<file path="src/rtl/sm4_dec_iter.sv">
// rtl/sm4_dec_iter.sv - iterative SM4 block decryptor with a 32-entry round-key file
//
// Purpose:
//   Takes one 128-bit ciphertext block, runs ROUNDS_PER_CYCLE SM4 rounds per
//   clock using round keys in reverse order (rk31..rk0), applies the final
//   word reversal and presents the 128-bit plaintext.
//
// Parameters:
//   ROUNDS_PER_CYCLE  rounds unrolled per clock: 1, 2 or 4 (others rejected at build time)
//
// Ports:
//   clk, rst_n          clock, asynchronous active-low reset
//   rk_wr_en/addr/data  round-key write port (rk0 = first encryption round key)
//   key_wr_err          one-cycle pulse when a key write is dropped because the block is busy
//   in_valid/in_ready   ciphertext handshake, ct_in word X0 in [127:96]
//   out_valid/out_ready plaintext handshake, pt_out word 0 in [127:96]
//   busy                high while a block is being processed or waiting for output
//
// Optional feature macro: SM4_ENC_MODE_EN
//   Adds input enc_mode, sampled on the accept edge; 1 = encrypt (rk0..rk31),
//   0 = decrypt (rk31..rk0).
module sm4_dec_iter #(
    parameter int ROUNDS_PER_CYCLE = 1
) (
    input  logic         clk,
    input  logic         rst_n,
    input  logic         rk_wr_en,
    input  logic [4:0]   rk_wr_addr,
    input  logic [31:0]  rk_wr_data,
    output logic         key_wr_err,
    input  logic         in_valid,
    output logic         in_ready,
    input  logic [127:0] ct_in,
`ifdef SM4_ENC_MODE_EN
    input  logic         enc_mode,
`endif
    output logic         out_valid,
    input  logic         out_ready,
    output logic [127:0] pt_out,
    output logic         busy
);

    if (!(ROUNDS_PER_CYCLE == 1 || ROUNDS_PER_CYCLE == 2 || ROUNDS_PER_CYCLE == 4)) begin : g_bad_rounds
        $error("sm4_dec_iter: ROUNDS_PER_CYCLE must be 1, 2 or 4");
    end

    localparam logic [0:255][7:0] SBOX = {
        128'hd690e9fecce13db716b614c228fb2c05,
        128'h2b679a762abe04c3aa44132649860699,
        128'h9c4250f491ef987a33540b43edcfac62,
        128'he4b31ca9c908e89580df94fa758f3fa6,
        128'h4707a7fcf37317ba83593c19e6854fa8,
        128'h686b81b27164da8bf8eb0f4b70569d35,
        128'h1e240e5e6358d1a225227c3b01217887,
        128'hd40046579fd327524c3602e7a0c4c89e,
        128'heabf8ad240c738b5a3f7f2cef96115a1,
        128'he0ae5da49b341a55ad933230f58cb1e3,
        128'h1df6e22e8266ca60c02923ab0d534e6f,
        128'hd5db3745defd8e2f03ff6a726d6c5b51,
        128'h8d1baf92bbddbc7f11d95c411f105ad8,
        128'h0ac13188a5cd7bbd2d74d012b8e5b4b0,
        128'h8969974a0c96777e65b9f109c56ec684,
        128'h18f07dec3adc4d2079ee5f3ed7cb3948
    };

    typedef enum logic [1:0] {
        S_IDLE = 2'd0,
        S_RUN  = 2'd1,
        S_DONE = 2'd2
    } state_t;

    // Round transform T: bytewise S-box then linear diffusion L.
    function automatic logic [31:0] sm4_t(input logic [31:0] a);
        logic [31:0] b;
        b = {SBOX[a[31:24]], SBOX[a[23:16]], SBOX[a[15:8]], SBOX[a[7:0]]};
        return b ^ {b[29:0], b[31:30]} ^ {b[21:0], b[31:22]}
                 ^ {b[13:0], b[31:14]} ^ {b[7:0], b[31:8]};
    endfunction

    // One round: {X0,X1,X2,X3} -> {X1,X2,X3,X0^T(X1^X2^X3^rk)}
    function automatic logic [127:0] sm4_round(input logic [127:0] x, input logic [31:0] rk);
        return {x[95:0], x[127:96] ^ sm4_t(x[95:64] ^ x[63:32] ^ x[31:0] ^ rk)};
    endfunction

    state_t       r_state;
    state_t       w_state_nxt;
    logic [31:0]  r_rk [32];
    logic [127:0] r_x;
    logic [4:0]   r_cnt;
    logic [127:0] r_pt;
    logic         r_key_wr_err;
    logic         w_enc;
    logic         w_last;
    logic [127:0] w_stage [ROUNDS_PER_CYCLE+1];

`ifdef SM4_ENC_MODE_EN
    logic r_enc;
    assign w_enc = r_enc;
`else
    assign w_enc = 1'b0;
`endif

    // Counter is the global index of the first round applied this clock; the
    // last RUN clock is the one whose final round is round 31.
    assign w_last = (r_cnt == 5'(32 - ROUNDS_PER_CYCLE));

    assign w_stage[0] = r_x;
    for (genvar g = 0; g < ROUNDS_PER_CYCLE; g++) begin : g_round
        logic [4:0]  w_j;
        logic [31:0] w_rk;
        assign w_j  = r_cnt + 5'(g);
        assign w_rk = w_enc ? r_rk[w_j] : r_rk[5'd31 - w_j];
        assign w_stage[g+1] = sm4_round(w_stage[g], w_rk);
    end

    always_ff @(posedge clk or negedge rst_n) begin
        if (!rst_n) begin
            r_state <= S_IDLE;
        end else begin
            r_state <= w_state_nxt;
        end
    end

    always_comb begin
        w_state_nxt = r_state;
        in_ready    = 1'b0;
        busy        = 1'b0;
        out_valid   = 1'b0;
        case (r_state)
            S_IDLE: begin
                in_ready = 1'b1;
                if (in_valid) w_state_nxt = S_RUN;
            end
            S_RUN: begin
                busy = 1'b1;
                if (w_last) w_state_nxt = S_DONE;
            end
            S_DONE: begin
                busy      = 1'b1;
                out_valid = 1'b1;
                if (out_ready) w_state_nxt = S_IDLE;
            end
            default: w_state_nxt = S_IDLE;
        endcase
    end

    always_ff @(posedge clk or negedge rst_n) begin
        if (!rst_n) begin
            for (int i = 0; i < 32; i++) r_rk[i] <= '0;
            r_x          <= '0;
            r_cnt        <= '0;
            r_pt         <= '0;
            r_key_wr_err <= 1'b0;
`ifdef SM4_ENC_MODE_EN
            r_enc        <= 1'b0;
`endif
        end else begin
            // Keys only change in IDLE, so a block never sees a half-updated schedule.
            r_key_wr_err <= rk_wr_en && (r_state != S_IDLE);
            if (rk_wr_en && (r_state == S_IDLE)) begin
                r_rk[rk_wr_addr] <= rk_wr_data;
            end
            case (r_state)
                S_IDLE: begin
                    if (in_valid) begin
                        r_x   <= ct_in;
                        r_cnt <= '0;
`ifdef SM4_ENC_MODE_EN
                        r_enc <= enc_mode;
`endif
                    end
                end
                S_RUN: begin
                    r_x   <= w_stage[ROUNDS_PER_CYCLE];
                    r_cnt <= r_cnt + 5'(ROUNDS_PER_CYCLE);
                    if (w_last) begin
                        // Final word reversal: {X35,X34,X33,X32}
                        r_pt <= {w_stage[ROUNDS_PER_CYCLE][31:0],
                                 w_stage[ROUNDS_PER_CYCLE][63:32],
                                 w_stage[ROUNDS_PER_CYCLE][95:64],
                                 w_stage[ROUNDS_PER_CYCLE][127:96]};
                    end
                end
                default: ;
            endcase
        end
    end

    assign pt_out     = r_pt;
    assign key_wr_err = r_key_wr_err;

endmodule
</file>
<file path="config.mk">
export PLATFORM = sky130hd
export DESIGN_NAME = sm4_dec_iter
export DESIGN_NICKNAME = d
export VERILOG_FILES = /design/src/rtl/sm4_dec_iter.sv
export SDC_FILE = /design/constraint.sdc
export NUM_CORES = 2
export LEC_CHECK = 0
export ABC_AREA = 1
export ABC_CLOCK_PERIOD_IN_PS = 4600
export CORE_MARGIN = 2
export CORE_UTILIZATION = 55
export DETAILED_ROUTE_END_ITERATION = 6
export PLACE_DENSITY = 0.76
export SETUP_SLACK_MARGIN = 0.5
export SLEW_MARGIN = 40
export SYNTH_ARGS = -nofsm -noshare
export SYNTH_HDL_FRONTEND = slang
export SYNTH_SLANG_ARGS = --single-unit
</file>
<file path="constraint.sdc">
create_clock -name clk -period 4.6 [get_ports clk]
set_input_delay 1.38 -clock clk [delete_from_list [all_inputs] [get_ports clk]]
set_output_delay 1.38 -clock clk [all_outputs]
set_load 0.02 [all_outputs]
</file>
==> impl_metrics.csv, run 1 <==
group,metric,value,unit
yosys,synth_cell_types,41,
yosys,synth_fa_ha_area_share,0.532,%
global_route,grt_max_degree,186,
yosys,synth_edf_count,0,
placement,placed_cells,13200,
yosys,synth.avg_cell_area,6.91,um2
yosys,synth_area_leaders,"dfrtp_1 43%, nand2_1 19%, nand3_1 10%",
yosys,synth-seq-cells,1288,
yosys,synthMuxAreaShare,0,%
clock_network,numCtsBuffers,135,
yosys,synth-xor-area-share,1.01,%
clock_network,htreeDepth,4,
run_status,outcome,"aborted with a tool error",
yosys,synthCells,10900,
die,start_util,55.5,%
die,num_io_pins,302,
yosys,yosysTopAreaCell,"dfrtp_1",
yosys,ys_warn_count,0,
yosys,syn-num-nets,11100,
sta,worstEpCategory,"register input",
placement,hpwl,241000,um
yosys,synthSimpleGateAreaFrac,34.5,%
global_route,grt_antenna_before_repair,57,
yosys,synth_top_family_by_area,"simple AND/OR/NAND/NOR gates",
run_status,stop_error,"[ERROR GRT-0232] Routing congestion too high. Check the congestion heatmap in the GUI.",
yosys,synthDominantCellAreaShare,42.8,%
run_status,haltStage,"5_1_grt",
clock_network,hold_buffers,0,
yosys,synthMostInstantiatedCell,"nand2_1",
global_route,gr-total-overflow,43,
yosys,seq_area_frac_synth,42.8,%
global_route,grt_use_total,68.5,%
die,die_y,374,um
placement,gp_congestion,1.09,
yosys,ys_async_sr_fraction,100,%
placement,port_buffers,301,
clock_network,clock_sinks,1288,
yosys,netlist_area,75300,um2
die,rows,135,
clock_network,cts_root_buf,"clkbuf_16",
die,die_x,374,um
yosys,ys.flop_type,"dfrtp_1",
yosys,yosys-top-cells-count,"3912 x nand2_1, 1540 x nand3_1, 1436 x o21ai_0",
yosys,synth_compound_area_share,13.5,%
sta,timing.grt.repair.worst_endpoint,"r_x[24]$_DFFE_PN0P_/D",
clock_network,cts_buffer_depth,3,
==> stage by stage <==
step	setup WS, ns	area (um2)
after CTS	0.454	96500
after detailed placement	-0.138	86500
after global placement	-0.143	86500
after floorplan	1.12	75300
==> layer usage <==
| layer | GRT overflow | global-route usage, % |
|---|---|---|
| met1 | 4 | 72.2 |
| met2 | 22 | 84.1 |
| met3 | 2 | 51.3 |
| met4 | 13 | 61.0 |
| met5 | 2 | 35.4 |
==> logic make-up after synthesis <==
group,count (synthesis)
buffers and inverters,1286
XOR/XNOR,81
flip-flops,1288
AO/OA/AOI/OAI,1928
AND/OR/NAND/NOR,6290
adder cells (fa/ha/maj),32
==> timing repair <==
item                       CTS
setup buffers              109
pin swaps                  170
gates resized for setup    752
setup endpoints to repair   64
cloned                      51
==> run 2: changes to the inputs <==
--- a/config.mk
+++ b/config.mk
@@ -8,10 +8,9 @@
 export ABC_AREA = 1
 export ABC_CLOCK_PERIOD_IN_PS = 4600
 export CORE_MARGIN = 2
-export CORE_UTILIZATION = 55
+export CORE_UTILIZATION = 40
 export DETAILED_ROUTE_END_ITERATION = 6
-export PLACE_DENSITY = 0.76
-export SETUP_SLACK_MARGIN = 0.5
+export PLACE_DENSITY_LB_ADDON = 0.15
 export SLEW_MARGIN = 40
 export SYNTH_ARGS = -nofsm -noshare
 export SYNTH_HDL_FRONTEND = slang
==> run 2 against run 1 <==
  * The flow now finishes without violations
  * Synthesized cell count stayed put
  * Area after synthesis stayed put
==> impl_metrics.csv, run 2 <==
group,metric,value,unit
run_status,outcome,"completed",
placement,port_buffers,301,
setup_path,critPathRequiredTime,5.30,ns
detailed_routing,drt_iter0_markers,10500,
setup_path,critPathSlowestCell,"dfrtp_4",
detailed_routing,vias_per_cell,5.74,
sta,hold_violations,0,
sta,slew_headroom,37.9,%
die,num_io_pins,302,
global_route,grt_antenna_before_repair,19,
yosys,yosys-top-cells-count,"3912 x nand2_1, 1540 x nand3_1, 1436 x o21ai_0",
global_route,first_global_vias,77500,
layout,layout_commonest_cell,"nand2_1",
clock_network,clock_sinks,1288,
run,max_cap_violations,0,
setup_path,startpoint_type,"register",
layout,final_nets,12200,
clock_network,htreeDepth,4,
die,die_x,438,um
placement,hpwl,268000,um
layout,nFillCells,18600,
clock_network,numCtsBuffers,148,
clock_network,clkSlewWorstSetupHoldPaths,0.06,ns
detailed_routing,postRouteAntennaNets,0,
die,die-area,192000,um2
yosys,ys_warn_count,0,
setup_path,slowest_delay,0.42,ns
global_route,grt_use_total,38.6,%
clock_network,cts_buffer_depth,3,
sta,hold_slack,0.447,ns
setup_path,path_buf_inv,13,
min_path,hold_class,"in2async",
global_route,gr-total-overflow,0,
yosys,synth_edf_count,0,
layout,multiInputGateArea,39400,um2
clock_network,clk_latency,0.83,ns
setup_path,path_class,"reg2reg",
sta,fin_crit,4.53,ns
setup_path,end_kind,"register",
sta,finalCritPeriodShare,98.5,%
yosys,netlist_area,75300,um2
layout,layout_common_cells,"3718 x nand2_1, 1433 x nand3_1, 1426 x o21ai_0, 1284 x dfrtp_1, 1128 x buf_4",
global_route,grt_max_degree,186,
sta,maxSlewViolCount,0,
detailed_routing,routedWlPerCell,26.3,um
sta,skew,0.0644,ns
placement,gp_congestion,1.04,
layout,layout-drive-gt1-share,18.5,%
setup_path,cp_common_cell,"buf_12",
global_route,grt_first_pass_wirelength,547000,um
detailed_routing,routed_wl,383000,um
yosys,ys_async_sr_fraction,100,%
yosys,synthCells,10900,
detailed_routing,drc,0,
setup_path,crit_arrival,5.23,ns
yosys,synth-seq-cells,1288,
detailed_routing,dr.pass1.iters,7,
die,rows,159,
die,coreArea,187000,um2
sta,fmax,221,MHz
die,start_util,40.2,%
yosys,synthDominantCellAreaShare,42.8,%
yosys,synth_cell_types,41,
layout,largest-register,"r_rk",
die,die_y,438,um
yosys,syn-num-nets,11100,
setup_path,worst_path_dominant_cell_family,"buffers and inverters",
yosys,yosysTopAreaCell,"dfrtp_1",
yosys,synthMostInstantiatedCell,"nand2_1",
setup_path,path_max_fanout,10,
sta,setup_viol,0,
yosys,synth_area_leaders,"dfrtp_1 43%, nand2_1 19%, nand3_1 10%",
sta,worst-slew-pin-transition,0.931,ns
detailed_routing,via_count,83700,
yosys,seq_area_frac_synth,42.8,%
layout,syn2layout_area_growth,30.8,%
clock_network,hold_buffers,0,
clock_network,cts_tree,"built",
yosys,ys.flop_type,"dfrtp_1",
layout,largest_reg_flops,1024,
yosys,synth.avg_cell_area,6.91,um2
clock_network,cts_root_buf,"clkbuf_16",
layout,regArea,32200,um2
## run 2: cell counts after synthesis
Identical to the previous run, type by type.
## run 2: path summary, 6_finish.rpt
check / slack [ns] / cells after the start / from / end
max: 0.07 / 32 / r_cnt[0] / r_x[5]
min: 0.45 / 1 / rst_n / r_rk[195]
max in group asynchronous: 2.70 / 3 / rst_n / r_cnt[2]
min in group clk: 0.48 / 2 / r_rk[341] / r_rk[341]
min reg2reg: 0.48 / 2 / r_rk[341] / r_rk[341]
max reg2reg: 0.07 / 32 / r_cnt[0] / r_x[5]
## run 2: what timing repair did
action | 4_1_cts | 5_1_grt
cloned | 2 | 22
endpoints found under the setup margin | 59 | 64
setup buffers | 4 | 40
gates resized for setup | 98 | 469
pin swaps | 6 | 77
## run 2: through the flow
| step | TNS, ns | utilization, % | cells | worst slack (ns) | cell area [um2] |
|---|---|---|---|---|---|
| final | 0 | 52.6 | 14600 | 0.0708 | 98600 |
| after global routing | -0.538 | 52.6 | 14600 | -0.0504 | 98500 |
| after CTS | -0.0552 | 51.2 | 14500 | -0.0491 | 95900 |
| after detailed placement | -12.61 | 48.2 | 14200 | -0.589 | 90300 |
| after global placement | -13.36 | 48.1 | 14200 | -0.646 | 90200 |
| after floorplan | 0 | - | 10900 | 1.12 | 75300 |
## run 2: layer usage
metal	GRT usage [%]	vias to the layer above	routed length, um	share of wire, %
li1	-	37800	-	-
met1	52.8	40500	158000	41
met2	58.6	4441	167000	44
met3	6.75	864	33300	8.7
met4	20.2	10	23600	6.2
met5	0	-	72	0.019
## run 2: cell type report
type,instances,share of cell area (%)
clock buffers,217,4.46
repair buffers,1713,17.0
clock inverters,48,0.764
flip-flops and latches,1288,32.7
inverters,473,1.85
repair inverters,2,0.0279
diodes,14,0.0355
multi-input cells,8332,40.0
well taps,2495,3.17
## run 2: cell families after synthesis
kind of cell,after synthesis,synth area share [%]
simple gates,6290,34.5
compound gates,1928,13.5
flops,1288,42.8
buf+inv,1286,7.67
xor+xnor,81,1.01
fa+ha+maj,32,0.532
## run 2: worst reg2reg max path, delay by kind of cell (launching register included)
kind / cells / cell delay [ns]
compound gates: 2 / 0.39
buf+inv: 13 / 1.87
flops: 1 / 0.42
simple gates: 17 / 1.74
Power of run 2 is left out: the tool's default activity adds up to more than one toggle a clock period on the data nets, which glitch-free logic cannot reach.
